### src/rtl/xbus_pad_arb.sv
// Priority arbiter driving a shared bidirectional pad bus with turnaround dead cycles and a
// synchronised input path. Optional loopback contention check: define XBUS_LOOPBACK_CHK_EN.
module xbus_pad_arb #(
    parameter int unsigned WIDTH     = 64,
    parameter int unsigned LANE_W    = 8,
    parameter int unsigned CH        = 4,
    parameter int unsigned TURN_CYC  = 1,
    parameter int unsigned IN_STAGES = 2
) (
    input  logic                           i_sys_clk,
    input  logic                           i_reset,
    input  logic [CH-1:0]                  i_req,
    input  logic [CH*WIDTH-1:0]            i_wdata,
    input  logic [CH*(WIDTH/LANE_W)-1:0]   i_lane_en,
    output logic [CH-1:0]                  o_gnt,
    output logic [WIDTH-1:0]               o_pad_out,
    output logic [WIDTH-1:0]               o_pad_oe,
    input  logic [WIDTH-1:0]               i_pad_in,
    output logic [WIDTH-1:0]               o_rdata,
    output logic                           o_rd_ext,
    output logic                           o_busy,
    output logic                           o_err
);

    localparam int unsigned NL = WIDTH / LANE_W;
    localparam int unsigned OW = (CH > 1) ? $clog2(CH) : 1;

    typedef enum logic [1:0] {StIdle, StDrive, StTurn} state_t;

    state_t            r_state, w_state_nxt;
    logic [OW-1:0]     r_owner, w_owner_nxt;
    logic [3:0]        r_cnt, w_cnt_nxt;
    logic [CH-1:0]     r_gnt, w_gnt_nxt;
    logic [WIDTH-1:0]  r_pad_out, w_pad_out_nxt;
    logic [WIDTH-1:0]  r_pad_oe, w_pad_oe_nxt;

    logic              w_win_vld;
    logic [OW-1:0]     w_win;
    logic              w_arb;
    logic [WIDTH-1:0]  w_win_data, w_own_data;
    logic [NL-1:0]     w_win_lanes, w_own_lanes;

    function automatic logic [WIDTH-1:0] f_expand(input logic [NL-1:0] lanes);
        logic [WIDTH-1:0] v;
        v = '0;
        for (int l = 0; l < int'(NL); l++) begin
            v[l*LANE_W +: LANE_W] = {LANE_W{lanes[l]}};
        end
        return v;
    endfunction

    // Lowest set request index wins.
    always_comb begin
        w_win_vld = 1'b0;
        w_win     = '0;
        for (int k = int'(CH) - 1; k >= 0; k--) begin
            if (i_req[k]) begin
                w_win_vld = 1'b1;
                w_win     = OW'(k);
            end
        end
    end

    assign w_win_data  = i_wdata[int'(w_win)*WIDTH +: WIDTH];
    assign w_win_lanes = i_lane_en[int'(w_win)*NL +: NL];
    assign w_own_data  = i_wdata[int'(r_owner)*WIDTH +: WIDTH];
    assign w_own_lanes = i_lane_en[int'(r_owner)*NL +: NL];

    always_comb begin
        w_state_nxt   = r_state;
        w_owner_nxt   = r_owner;
        w_cnt_nxt     = r_cnt;
        w_gnt_nxt     = r_gnt;
        w_pad_out_nxt = r_pad_out;
        w_pad_oe_nxt  = r_pad_oe;
        w_arb         = 1'b0;
        unique case (r_state)
            StIdle: w_arb = 1'b1;
            StDrive: begin
                if (i_req[r_owner]) begin
                    w_pad_out_nxt = w_own_data;
                    w_pad_oe_nxt  = f_expand(w_own_lanes);
                end else begin
                    // Release: pad_out keeps its last value, only oe and grant drop.
                    w_gnt_nxt    = '0;
                    w_pad_oe_nxt = '0;
                    if (TURN_CYC > 0) begin
                        w_state_nxt = StTurn;
                        w_cnt_nxt   = 4'(TURN_CYC - 1);
                    end else begin
                        w_arb = 1'b1;
                    end
                end
            end
            StTurn: begin
                if (r_cnt == '0) w_arb = 1'b1;
                else             w_cnt_nxt = r_cnt - 4'd1;
            end
            default: w_state_nxt = StIdle;
        endcase
        if (w_arb) begin
            if (w_win_vld) begin
                w_state_nxt   = StDrive;
                w_owner_nxt   = w_win;
                w_gnt_nxt     = CH'(1) << w_win;
                w_pad_out_nxt = w_win_data;
                w_pad_oe_nxt  = f_expand(w_win_lanes);
            end else begin
                w_state_nxt  = StIdle;
                w_gnt_nxt    = '0;
                w_pad_oe_nxt = '0;
            end
        end
    end

    always_ff @(posedge i_sys_clk) begin
        if (i_reset) begin
            r_state   <= StIdle;
            r_owner   <= '0;
            r_cnt     <= '0;
            r_gnt     <= '0;
            r_pad_out <= '0;
            r_pad_oe  <= '0;
        end else begin
            r_state   <= w_state_nxt;
            r_owner   <= w_owner_nxt;
            r_cnt     <= w_cnt_nxt;
            r_gnt     <= w_gnt_nxt;
            r_pad_out <= w_pad_out_nxt;
            r_pad_oe  <= w_pad_oe_nxt;
        end
    end

    assign o_gnt     = r_gnt;
    assign o_pad_out = r_pad_out;
    assign o_pad_oe  = r_pad_oe;
    assign o_busy    = (r_state != StIdle);

    // Input synchroniser; r_ext tracks "bus undriven" alongside each sample.
    logic [WIDTH-1:0]     r_in [IN_STAGES];
    logic [IN_STAGES-1:0] r_ext;

    always_ff @(posedge i_sys_clk) begin
        if (i_reset) begin
            for (int s = 0; s < int'(IN_STAGES); s++) r_in[s] <= '0;
            r_ext <= '0;
        end else begin
            r_in[0]  <= i_pad_in;
            r_ext[0] <= ~|r_pad_oe;
            for (int s = 1; s < int'(IN_STAGES); s++) begin
                r_in[s]  <= r_in[s-1];
                r_ext[s] <= r_ext[s-1];
            end
        end
    end

    assign o_rdata  = r_in[IN_STAGES-1];
    assign o_rd_ext = r_ext[IN_STAGES-1];

`ifdef XBUS_LOOPBACK_CHK_EN
    logic [WIDTH-1:0] r_lb_out [IN_STAGES];
    logic [WIDTH-1:0] r_lb_oe  [IN_STAGES];
    logic             r_err;

    always_ff @(posedge i_sys_clk) begin
        if (i_reset) begin
            for (int s = 0; s < int'(IN_STAGES); s++) begin
                r_lb_out[s] <= '0;
                r_lb_oe[s]  <= '0;
            end
            r_err <= 1'b0;
        end else begin
            r_lb_out[0] <= r_pad_out;
            r_lb_oe[0]  <= r_pad_oe;
            for (int s = 1; s < int'(IN_STAGES); s++) begin
                r_lb_out[s] <= r_lb_out[s-1];
                r_lb_oe[s]  <= r_lb_oe[s-1];
            end
            if (|((o_rdata ^ r_lb_out[IN_STAGES-1]) & r_lb_oe[IN_STAGES-1])) r_err <= 1'b1;
        end
    end

    assign o_err = r_err;
`else
    assign o_err = 1'b0;
`endif

endmodule

### config.mk
export PLATFORM = sky130hd
export DESIGN_NAME = xbus_pad_arb
export DESIGN_NICKNAME = d
export VERILOG_FILES = /design/src/rtl/xbus_pad_arb.sv
export SDC_FILE = /design/constraint.sdc
export NUM_CORES = 1
export LEC_CHECK = 0
export CORE_AREA = 3 3 218 220
export DETAILED_ROUTE_END_ITERATION = 12
export DIE_AREA = 0 0 221 223
export GPL_TIMING_DRIVEN = 0
export PLACE_DENSITY = 0.67
export SYNTH_ARGS = -nofsm -noshare
export SYNTH_HDL_FRONTEND = slang
export SYNTH_SLANG_ARGS = --single-unit
### constraint.sdc
create_clock -name i_sys_clk -period 2 [get_ports i_sys_clk]
set_clock_uncertainty 0.2 [all_clocks]
set_input_delay 0.3 -clock i_sys_clk [delete_from_list [all_inputs] [get_ports i_sys_clk]]
set_output_delay 0.3 -clock i_sys_clk [all_outputs]
set_load 0.03 [all_outputs]
==> run metrics <==
dpl ws=-1.58 ns; WP data required=2.17 ns; VDD IR max=0.608 mV; top-area cell type share of the netlist area=35.4%; CTS max path bufs=3; synthesized instance count=1163; post-route cell area=20100 µm²; Pwr Total=14.7 mW; failing checks=negative setup slack; Final Slew Violations=0; Worst Setup End Kind=flop; Syn-to-layout area delta=66.3%; leakage power=8.36 nW; Slew HR=36.6%; RSZ-0062 raised after global routing=yes; Critical Path Start Type=flop; IO buf count=553; Synth Area per Inst=10.4 µm²; Final setup violation count=74; die width=221 µm; most common cell after layout, fill and taps aside=clkdlybuf4s50_1; row count=78; largest net degree at the start of global routing=14; WL per Instance=23.0 µm; critical path class=flop to flop; cell taking the most area after synthesis=dfxtp_1; layout cells sized above 1=26.6%; vias per cell=5.15; Arrival @ worst endpoint=2.40 ns; initial antenna violation count=5; synthesized area=12100 µm²; first-pass GRT wire length=80.0 mm; max capacitance violation total=0; H-tree levels=1; Total GRT Usage=20.8%; # hold bufs at CTS=0; drt pass-1 iters=7; routed wire length=54.9 mm; sequential area share after synthesis=35.4%; CTS tree=done; gpl congestion=0.922; Skew-Pair Late Insertion Delay=0.53 ns; remaining global-route overflow=0; hpwl dp=41.6 mm; status=complete, but fails checks; Worst Max-Slew Pin Slew=0.951 ns; number of global-route vias before repair=12600; die height=223 µm; Crit Path Max Fanout=10; post-route antenna net violation count=0; worst min path class=primary input to flop; Die Area=49300 µm²; CTS buffer count=26; final-report hold violation count=0; PD cells=728 nW/µm²; total I/O pin count=557; Initial Util=26.6%; Tmin final=2.23 ns; Syn Nets=1523; total number of vias=12300; Seq cells post-synth=214; Nets=2125; Synth cell types=44; Worst Slack Setup Final=-0.227 ns; Placement Cell Area=18400 µm²; Sink Count=214; Clock transition at path regs=0.06 ns; Iter 0 DRT Violations=794; Max Clk Rate=449 MHz; YS warnings=0; Core Footprint=45500 µm²; Root Buffer=clkbuf_16; most frequent cells in the layout=clkdlybuf4s50_1 (354), dfxtp_1 (204), buf_4 (143); synth top area cells=dfxtp_1 (35%), mux4_2 (14%), buf_4 (7.6%); # DRC=0; crit share post-route=111%; Fin Setup TNS=-12.97 ns
area by class of cell:
| class | instances | area, µm² |
|---|---|---|
| antenna | 2 | 5.00 |
| buffer | 237 | 1710 |
| clock buffer | 32 | 734 |
| clock inverter | 14 | 168 |
| fill | 4352 | 25300 |
| inverter | 5 | 18.8 |
| multi-input combinational | 702 | 6740 |
| sequential | 214 | 4300 |
| tap | 600 | 751 |
| timing repair buffer | 579 | 5710 |
synth_stat cells, drive strengths merged:
| library cell | instances |
|---|---|
| dfxtp | 214 |
| buf | 149 |
| nor2b | 131 |
| clkbuf | 93 |
| a21oi | 88 |
| mux4 | 73 |
| a221oi | 72 |
| mux2i | 65 |
| a22oi | 64 |
| nor4bb | 64 |
| o21a | 64 |
| nand2 | 17 |
| o22ai | 8 |
| nand4bb | 7 |
| o211ai | 7 |
| nand3 | 6 |
| nor2 | 6 |
| inv | 4 |
| nor3 | 4 |
| nand2b | 3 |
| and2 | 2 |
| ha | 2 |
| or4 | 2 |
| xor2 | 2 |
| a21boi | 1 |
| a21o | 1 |
| a2bb2oi | 1 |
| a31oi | 1 |
| and4 | 1 |
| clkinv | 1 |
| conb | 1 |
| nand4 | 1 |
| nor4 | 1 |
| o221a | 1 |
| o31ai | 1 |
| or2 | 1 |
| or3 | 1 |
| or3b | 1 |
| or4b | 1 |
| or4bb | 1 |
path summary, 6_finish.rpt:
check | start | to | slack (ns) | cells after the start
min | i_req[0] | o_gnt[3] | 0.12 | 3
max | r_cnt[0] | o_pad_out[2] | -0.23 | 9
min reg2reg | r_in[0][44] | r_in[0][108] | 0.23 | 1
max reg2reg | r_cnt[0] | o_pad_out[2] | -0.23 | 9
metal layers:
layer  vias up  part of all wire [%]  track usage (%)
li1       5500                     -                -
met1      5940                    38             24.5
met2       726                    49             35.7
met3       103                   9.6             6.45
met4         4                   3.6             7.23
met5         -                 0.058                0
sequential cells by signal, summed over array words and instances, names as in the netlist:
signal,flops
o_pad_oe,8
o_pad_out,64
r_in,128
r_owner,2
r_cnt,4
r_ext,2
o_gnt,4
r_state,2
report_power, final:
| group | switching [mW] | total (mW) | internal (mW) | leakage [nW] |
|---|---|---|---|---|
| Sequential | 0.210 | 4.80 | 4.59 | 1.78 |
| Clock | 1.98 | 4.97 | 3.00 | 0.426 |
| Combinational | 2.45 | 4.89 | 2.44 | 6.16 |
critical path: stages (launching register included):
cell	delay (ns)
dfxtp_2	0.33
inv_2	0.07
ha_4	0.13
or4b_4	0.50
a21boi_4	0.19
buf_12	0.14
buf_12	0.14
buf_12	0.15
o21a_1	0.13
a221oi_1	0.07
cell families after synthesis:
logic type,count (synthesis),share of synthesized area (%)
multiplexers,138,18.9
AND/OR/NAND/NOR,250,14.8
adder cells (fa/ha/maj),2,0.207
flip-flops,214,35.4
AO/OA/AOI/OAI,309,18.3
XOR/XNOR,2,0.145
other,1,0.0310
buffers and inverters,247,12.3
per-stage QoR:
step	util (%)	std cells	hold WS, ns
floorplan	-	1163	0.214
global placement	40.5	2316	0.217
detailed placement	40.5	2316	0.220
CTS	43.7	2380	0.0899
global route	44.3	2383	0.108
finish	44.3	2385	0.120
repair_timing:
| item | CTS | global route |
|---|---|---|
| pin swaps | 15 | 17 |
| cloned | 3 | 3 |
| resized for setup | 444 | 74 |
| hold endpoints to repair | 0 | 0 |
| buffers inserted | 18 | 4 |
| setup endpoints to repair | 288 | 103 |
Note: power is estimated with default switching activity, not from simulation.
